### src/rtl/bin2bcd_seq_ctrl.sv
// bin2bcd_seq_ctrl: sequential double-dabble binary-to-BCD converter, one bit per clock, start/done handshake.
module bin2bcd_seq_ctrl #(
  parameter int WIDTH  = 8,
  parameter int DIGITS = 3
) (
  input  logic                  clk,
  input  logic                  rst_n,
  input  logic                  start,
  input  logic [WIDTH-1:0]      bin_in,
  output logic                  busy,
  output logic                  done,
  output logic [4*DIGITS-1:0]   bcd_out,
  output logic                  overflow
);
  localparam int BW = 4 * DIGITS;
  localparam int CW = $clog2(WIDTH + 1);
  localparam logic [1:0] IDLE = 2'd0, SHIFT = 2'd1, DONE = 2'd2;
  logic [1:0]       r_state, w_next;
  logic [WIDTH-1:0] r_op;
  logic [BW-1:0]    r_acc, w_corr, w_acc_sh;
  logic [CW-1:0]    r_cnt;
  logic             r_ovf, w_accept, w_last, w_ovf_nxt, w_busy_nxt, w_done_nxt;
  for (genvar i = 0; i < DIGITS; i++) begin : g_dig
    assign w_corr[4*i+:4] = (r_acc[4*i+:4] >= 4'd5) ? r_acc[4*i+:4] + 4'd3 : r_acc[4*i+:4];
  end
  assign w_acc_sh  = {w_corr[BW-2:0], r_op[WIDTH-1]};
  // a carry out of the top digit means the value no longer fits in DIGITS digits
  assign w_ovf_nxt = r_ovf | w_corr[BW-1];
  assign w_accept  = start && (r_state == IDLE || r_state == DONE);
  assign w_last    = (r_state == SHIFT) && (r_cnt == CW'(1));
  always_ff @(posedge clk or negedge rst_n) begin
    if (!rst_n) r_state <= IDLE;
    else        r_state <= w_next;
  end
  always_comb begin
    w_next = w_accept ? SHIFT : w_last ? DONE : (r_state == SHIFT) ? SHIFT : IDLE;
  end
  always_comb begin
    w_busy_nxt = (w_next == SHIFT);
    w_done_nxt = (w_next == DONE);
  end
  always_ff @(posedge clk or negedge rst_n) begin
    if (!rst_n) begin
      r_op     <= '0;
      r_acc    <= '0;
      r_cnt    <= '0;
      r_ovf    <= 1'b0;
      busy     <= 1'b0;
      done     <= 1'b0;
      bcd_out  <= '0;
      overflow <= 1'b0;
    end else begin
      if (w_accept) begin
        r_op  <= bin_in;
        r_acc <= '0;
        r_ovf <= 1'b0;
        r_cnt <= CW'(WIDTH);
      end else if (r_state == SHIFT) begin
        r_op  <= {r_op[WIDTH-2:0], 1'b0};
        r_acc <= w_acc_sh;
        r_ovf <= w_ovf_nxt;
        r_cnt <= r_cnt - 1'b1;
      end
      if (w_last) begin
        bcd_out  <= w_acc_sh;
        overflow <= w_ovf_nxt;
      end
      busy <= w_busy_nxt;
      done <= w_done_nxt;
    end
  end
endmodule

### config.mk
export PLATFORM = sky130hd
export DESIGN_NAME = bin2bcd_seq_ctrl
export DESIGN_NICKNAME = d
export VERILOG_FILES = /design/src/rtl/bin2bcd_seq_ctrl.sv
export SDC_FILE = /design/constraint.sdc
export NUM_CORES = 1
export LEC_CHECK = 0
export CORE_MARGIN = 3
export CORE_UTILIZATION = 30
export DETAILED_ROUTE_END_ITERATION = 8
export GPL_ROUTABILITY_DRIVEN = 0
export PLACE_DENSITY_LB_ADDON = 0.3
export SKIP_LAST_GASP = 1
export SYNTH_ARGS = -nofsm -noshare
export SYNTH_HDL_FRONTEND = slang
export SYNTH_SLANG_ARGS = --single-unit
### constraint.sdc
create_clock -name clk -period 1.6 [get_ports clk]
set_input_delay 0.32 -clock clk [delete_from_list [all_inputs] [get_ports clk]]
set_output_delay 0.32 -clock clk [all_outputs]
set_load 0.01 [all_outputs]
---- After elaboration in Yosys (flattened, before gate mapping) ----
Index checks and enable logic that the tools add are counted.
word-level totals
  flip-flop bits (word level) ............. 42
  bits of input ports ..................... 11
  output and inout bits ................... 15
  logic and storage cells ................. 41
cells by class
  add/subtract/negate cells ............... 4
  order comparisons ....................... 3
  eq/ne operators ......................... 5
  multiplexer cells ....................... 14
  bitwise operators ....................... 1
  reductions and logical operators ........ 5
operators by type and width
  kind                                                                                  count
  12-bit 2-to-1 mux                                                                     2
  4-bit 2-to-1 mux                                                                      5
  8-bit 2-to-1 mux                                                                      2
  4-bit by 2-bit adder with 4-bit output (second input constant)                        3
  4-bit by 3-bit greater-or-equal comparator with 1-bit output (second input constant)  3
  2-bit by 1-bit equality test with 1-bit output (second input constant)                2
  2-bit equality test (second input constant)                                           2
  4-bit by 1-bit equality test with 1-bit output (second input constant)                1
  2-bit 2-to-1 mux                                                                      2
  4-bit by 1-bit subtractor with 4-bit output (second input constant)                   1
  1-bit 2-to-1 mux                                                                      3
  1-bit logical AND                                                                     2
  2-bit logical NOT                                                                     1
  2-bit nonzero test                                                                    1
  1-bit logical OR                                                                      1
  1-bit bitwise OR                                                                      1

---- Logic depth before layout (Yosys ltp) ----
Gate-level depths: netlist of run 1.
  depth in word-level cells ............... 5
  gate-level depth with buffers ........... 7

---- Worst setup path after synthesis of run 1 ----
OpenSTA, ideal clock, no wires.
  kind .................................... reg2reg
  from .................................... register r_acc[8]
  to ...................................... register bcd_out[10]
  library setup time ...................... 0.125 ns
  arrival time ............................ 1.294 ns
  slack ................................... 0.181 ns
  cell stages (with the launch flop) ...... 6
  buffers on the path ..................... 0
  period minus slack after synthesis ...... 1.419 ns
  cells stage by stage .................... dfrtp_1 > ha_1 > nand2b_2 > a21oi_4 > mux2i_1 > mux2_4
between the ends
  word-level cells in the longest chain between the ends .. 2
  elaborated cells on any way between the ends .. 3
RTL lines
  item                                                                                                                           RTL line  text
  start: declaration                                                                                                             20        logic [BW-1:0] r_acc, w_corr, w_acc_sh;
  start signal: assignment                                                                                                       60        r_acc <= w_acc_sh;
  4-bit by 2-bit adder with 4-bit output / 4-bit by 3-bit greater-or-equal comparator with 1-bit output (equally long branches)  24        assign w_corr[4*i+:4] = (r_acc[4*i+:4] >= 4'd5) ? r_acc[4*i+:4] + 4'd3 : r_acc[4*i+:4];
  4-bit 2-to-1 mux *                                                                                                             24
  end signal: assignment                                                                                                         65        bcd_out <= w_acc_sh;
  end: declaration                                                                                                               12        output logic [4*DIGITS-1:0] bcd_out,
Every way passes the cells marked *; elsewhere a longest branch is shown, timed or not.
A chain may end at the register's enable or synchronous reset.

---- Worst setup path after layout of run 1 ----
  from .................................... register r_acc[4]
  to ...................................... register bcd_out[5]
The elaborated chain is that of the path after synthesis.

==> results.cfg, run 1 <==
[power_and_ir_drop]
leakagePower_nw = 1.158
power.total_mw = 5.140
power_density_nw_per_um2 = 2021
ir_drop_mv = 0.6635

[clock_network]
worstSkewPairLatency_ns = 0.29
htree_levels = 2
numCtsBuffers = 5
cts-root-buf = clkbuf_8
clk_pin_slew_worst_paths_ns = 0.08
cts_tree = done
cts_sinks = 42
clockBufferDepth = 2

[timing]
setup_viol = 0
hold_viol_final = 0
slew_viol_final = 0
fin_crit_ns = 1.534
worst_slew_margin_rel_pct = 77.39
fin_setup_tns_ns = 0
post-route-period-util_pct = 95.86
skew_ns = 0.003265
fmax_mhz = 652.0
whs_ns = 0.4773
worst_slew_pin_slew_ns = 0.3361

[critical_path]
rr_startpoint = r_acc[4]
worstPathCellList = ha_1 > nand2b_2 > a21oi_4 > xnor2_1 > mux2_4
ff2ff_path_depth = 5
slowest_stage = dfrtp_1
worstPathMaxFanout = 5
rrSetupSlack_ns = 0.07
r2r-end = bcd_out[5]
required_ns = 1.79
crit_path_end_kind = flop
arrival_ns = 1.72
path_class = reg2reg
start_kind = flop
path_buf_inv = 0
max_stage_delay_ns = 0.44
crit_family = flip-flops
cp.depth = 5

[yosys]
synth_area_leaders = dfrtp_1 53%, nand2_1 6.0%, ha_1 5.0%
synth_top_area_share_pct = 52.76
avgSynthCellArea_um2 = 10.94
synth_seq_area_share_pct = 52.76
synth.distinct_cells = 31
syn_inst = 182
postSynthRegisterBits = 42
synth_nets = 201
yosysWarnings = 0
syn_area_um2 = 1992
yosysTopAreaCell = dfrtp_1

[finish]
layout-drive-gt1-share_pct = 18.39
regArea_um2 = 1051
multi_input_comb_area_um2 = 869.6
area_delta_synth_final_pct = 27.64
final_common_cell = dfrtp_1
final_area_um2 = 2542
num-fill-cells = 637
layout_common_cells = 42 x dfrtp_1, 32 x nand2_1, 24 x clkdlybuf4s50_1
diodes = 0
fin_nets = 243

[grt]
grtUsageMet3_pct = 2.933
grt_pass1_wl_um = 6913
busiest_layer = met2
track_usage_pct = 11.78
grtUsageMet2_pct = 19.18
gr-total-overflow = 0
antenna_found_initial = 0
grt_pass1_vias = 1491
grt_max_degree = 43
met1_usage_pct = 14.42

[die]
coreArea_um2 = 6386
start_util_pct = 31.19
dieArea_um2 = 7654
die_h_um = 87.49
chipWidth_um = 87.49
rows = 29
num_io_pins = 26

[worst_hold_path]
whs_path_depth = 2
min_to = r_op[1]
min_from = r_op[1]
hold_path_class = reg2reg

[detailed_routing]
first_pass_iters = 4
drt-total-wl_um = 3991
drc_errors = 0
drt_iter0_drc = 45
wire_per_inst_um = 13.30
dr_total_vias = 1413
antenna_left = 0
post_drt_via_cell_ratio = 4.710

[placement]
dpl.hpwl_um = 2635
place_area_um2 = 2419
portBuffers = 25

[run_status]
status = complete, no violations

[flow_run]
max_cap_violations = 0
registers in the layout, summed over array words and instances, names as in the netlist:
| register | count |
|---|---|
| bcd_out | 12 |
| r_acc | 12 |
| r_op | 8 |
| r_cnt | 4 |
| r_state | 2 |
| busy | 1 |
| done | 1 |
| overflow | 1 |
| r_ovf | 1 |
metrics by stage:
| stage | setup slack, ns | cells | utilization, % |
|---|---|---|---|
| floorplan | 0.1812 | 182 | - |
| global placement | -0.03149 | 291 | 37.87 |
| detailed placement | -0.07818 | 291 | 37.87 |
| CTS | 0.04163 | 298 | 39.32 |
| global route | -0.009053 | 300 | 39.81 |
| finish | 0.06619 | 300 | 39.81 |
cell families after synthesis:
group,count (synthesis),synth area share [%]
and+or+nand+nor,58,14.82
AOI/OAI and AO/OA,43,14.89
DFF,42,52.76
buffers and inverters,17,4.271
muxes,9,6.030
adders and majority gates,8,5.025
xor gates and xnor gates,5,2.198
worst reg2reg max path, delay by kind of cell (launching register included):
kind | cells | cell delay [ns]
XOR/XNOR | 1 | 0.12
multiplexers | 1 | 0.27
adder cells (fa/ha/maj) | 1 | 0.21
flip-flops | 1 | 0.44
AO/OA/AOI/OAI | 1 | 0.18
AND/OR/NAND/NOR | 1 | 0.20
Yosys cell counts:
| cell type | instances |
|---|---|
| a21oi_1 | 7 |
| a21oi_4 | 3 |
| a22o_1 | 8 |
| a22oi_1 | 7 |
| and2b_1 | 1 |
| buf_2 | 3 |
| buf_4 | 2 |
| buf_6 | 1 |
| clkbuf_1 | 1 |
| dfrtp_1 | 42 |
| ha_1 | 8 |
| inv_1 | 9 |
| inv_4 | 1 |
| mux2_4 | 6 |
| mux2i_1 | 3 |
| nand2_1 | 32 |
| nand2_2 | 1 |
| nand2b_1 | 2 |
| nand2b_2 | 3 |
| nand3_1 | 3 |
| nor2_1 | 3 |
| nor2_4 | 1 |
| nor2b_1 | 1 |
| nor3_1 | 3 |
| nor3b_1 | 6 |
| nor3b_2 | 1 |
| nor4_1 | 1 |
| o21ai_0 | 15 |
| o21ai_1 | 3 |
| xnor2_1 | 4 |
| xor2_1 | 1 |
worst max-delay path by stage:
stage	end	slack [ns]	from
CTS	bcd_out[1]	0.04	r_cnt[1]
global placement	r_acc[7]	-0.03	start
floorplan	bcd_out[10]	0.18	r_acc[8]
finish	bcd_out[5]	0.07	r_acc[4]
detailed placement	r_acc[7]	-0.08	start
global route	bcd_out[1]	-0.009	r_cnt[1]
per-layer routing:
metal,vias to the layer above,part of all wire (%)
met4,0,2.4
met5,-,0
met2,28,46
li1,698,-
met3,8,4.2
met1,679,47
power by group:
group | leakage, nW | internal, mW | switching (mW)
Combinational | 0.588 | 1.36 | 1.20
Sequential | 0.527 | 1.53 | 0.369
Clock | 0.0431 | 0.333 | 0.351
Total | 1.16 | 3.22 | 1.92
what timing repair did:
action	CTS	global route
setup endpoints to repair	0	8
hold buffers	1	0
resized for setup	0	5
endpoints found under the hold margin	42	0
setup buffers	0	2
area by class of cell:
class                      count  share of cell area (%)
inverter                      10                   1.673
multi-input combinational    123                   34.20
timing repair buffer          42                   15.75
tap                           77                   3.789
clock buffer                   6                   3.248
sequential                    42                   41.34
No activity file was read; power rests on OpenSTA's default activity.
==> run 2: changes to the inputs <==
- CORE_MARGIN: 3 -> 5
==> run 2 against run 1 <==
Against the previous run: first-iteration DRC count grew 42%; total power grew 3.8%; register-to-register slack is essentially flat; critical path depth grew 1; final cell count is the same; core utilization grew 0.13 points; maximum frequency shrank 0.67%; setup slack lost 0.010 ns; wire length grew 1.9%; design area grew 0.89%; critical endpoint is now bcd_out[10]; largest cell class unchanged.
==> results.cfg, run 2 (synthesis gave the netlist of run 1 again) <==
[die]
coreArea_um2 = 6422
rows = 29
chipWidth_um = 91.49
die_h_um = 91.49
dieArea_um2 = 8370
start_util_pct = 31.01
num_io_pins = 26

[timing]
fin_crit_ns = 1.544
worst_slew_pin_slew_ns = 0.2966
fin_ws_ns = 0.05590
post-route-period-util_pct = 96.51
worst_slew_margin_rel_pct = 80.05
hold_viol_final = 0
skew_ns = 0.006996
slew_viol_final = 0
setup_viol = 0
fmax_mhz = 647.6
fin_setup_tns_ns = 0
whs_ns = 0.4766

[critical_path]
ff2ff_path_depth = 6
rr_startpoint = r_acc[9]
rrSetupSlack_ns = 0.06
arrival_ns = 1.78
start_kind = flop
worstPathMaxFanout = 3
startpoint = r_acc[9]
required_ns = 1.84
crit_path_end_kind = flop
path_class = reg2reg
r2r-end = bcd_out[10]

[detailed_routing]
wire_per_inst_um = 13.56
first_pass_iters = 4
drc_errors = 0
antenna_left = 0
post_drt_via_cell_ratio = 4.693
dr_total_vias = 1408
drt-total-wl_um = 4068
drt_iter0_drc = 64

[placement]
dp.cells = 291
portBuffers = 25
dpl.hpwl_um = 2745
place_ws_ns = -0.05990
place_area_um2 = 2419

[flow_run]
max_cap_violations = 0

[finish]
fin_nets = 242
area_delta_synth_final_pct = 28.77
final_area_um2 = 2565
reg_top3 = bcd_out: 12 flops, r_acc: 12 flops, r_op: 8 flops
final_common_cell = dfrtp_1
layout_common_cells = 42 x dfrtp_1, 32 x nand2_1, 24 x clkdlybuf4s50_1
diodes = 0
layout-drive-gt1-share_pct = 18.39
final_cell_count_no_fill = 300

[grt]
antenna_found_initial = 0
grt_max_degree = 43
gr-total-overflow = 0
grt_pass1_vias = 1465
grt_pass1_wl_um = 7051
track_usage_pct = 10.53

[worst_hold_path]
hold_path_class = reg2reg
min_to = bcd_out[8]
min_from = bcd_out[8]
whs_path_depth = 2

[power_and_ir_drop]
ir_drop_mv = 0.6182
power_density_nw_per_um2 = 2081
leakagePower_nw = 1.166

[clock_network]
htree_levels = 2
worstSkewPairLatency_ns = 0.29
clk_pin_slew_worst_paths_ns = 0.08
cts-root-buf = clkbuf_8
clockBufferDepth = 2
numCtsBuffers = 5
cts_tree = done
cts_sinks = 42

[run_status]
status = complete, no violations
[run 2: repair_timing]
item,CTS,global route
hold endpoints to repair,36,0
hold buffers,1,0
gates resized for setup,0,5
setup buffers,0,1
setup endpoints to repair,0,8
[run 2: worst max-delay path by stage]
| stage | slack, ns | cells past startpoint | end |
|---|---|---|---|
| floorplan | 0.18 | 5 | bcd_out[10] |
| global placement | -0.02 | 5 | r_acc[6] |
| detailed placement | -0.06 | 6 | r_acc[7] |
| CTS | 0.009 | 5 | bcd_out[6] |
| global route | -0.02 | 6 | bcd_out[10] |
| finish | 0.06 | 6 | bcd_out[10] |
[run 2: area by class of cell]
class                   instances  area [µm²]
fillers                       629        3857
flip-flops and latches         42        1051
multi-input cells             123       869.6
repair buffers                 41       392.9
well taps                      77       96.34
clock buffers                   6       82.58
inverters                      10       42.54
clock inverters                 1       30.03
[run 2: through the flow]
step                      utilization (%)  total power [mW]
after detailed placement            37.66             4.439
after floorplan                         -             3.507
after CTS                           39.57             5.335
final                               39.94             5.337
after global placement              37.66             4.385
after global routing                39.94             5.808
[run 2: power by group]
group	switching (mW)	internal (mW)	leakage, nW
clock network	0.358	0.499	0.0573
registers	0.381	1.53	0.527
logic	1.21	1.36	0.582
total	1.95	3.38	1.17
[run 2: worst max-delay path, cell delays in order (launching register included)]
cell and delay [ns]:
dfrtp_1 0.37, inv_1 0.09, ha_1 0.19, nand2b_2 0.20, a21oi_4 0.19, mux2i_2 0.27
mux2_4 0.18
[run 2: per-layer routing]
layer	vias to the layer above	track usage [%]	part of all wire, %
li1	697	-	-
met2	33	16.98	46
met1	672	12.70	46
met4	0	4.523	1.6
met5	-	0	0
met3	6	3.719	6.1
==> run 3: changes to the inputs <==
- CAP_MARGIN: not set -> 20
- GPL_ROUTABILITY_DRIVEN: 0 -> not set
==> results of run 3 <==
Same layout as run 2: the final DEF is identical, and so are final timing and power.
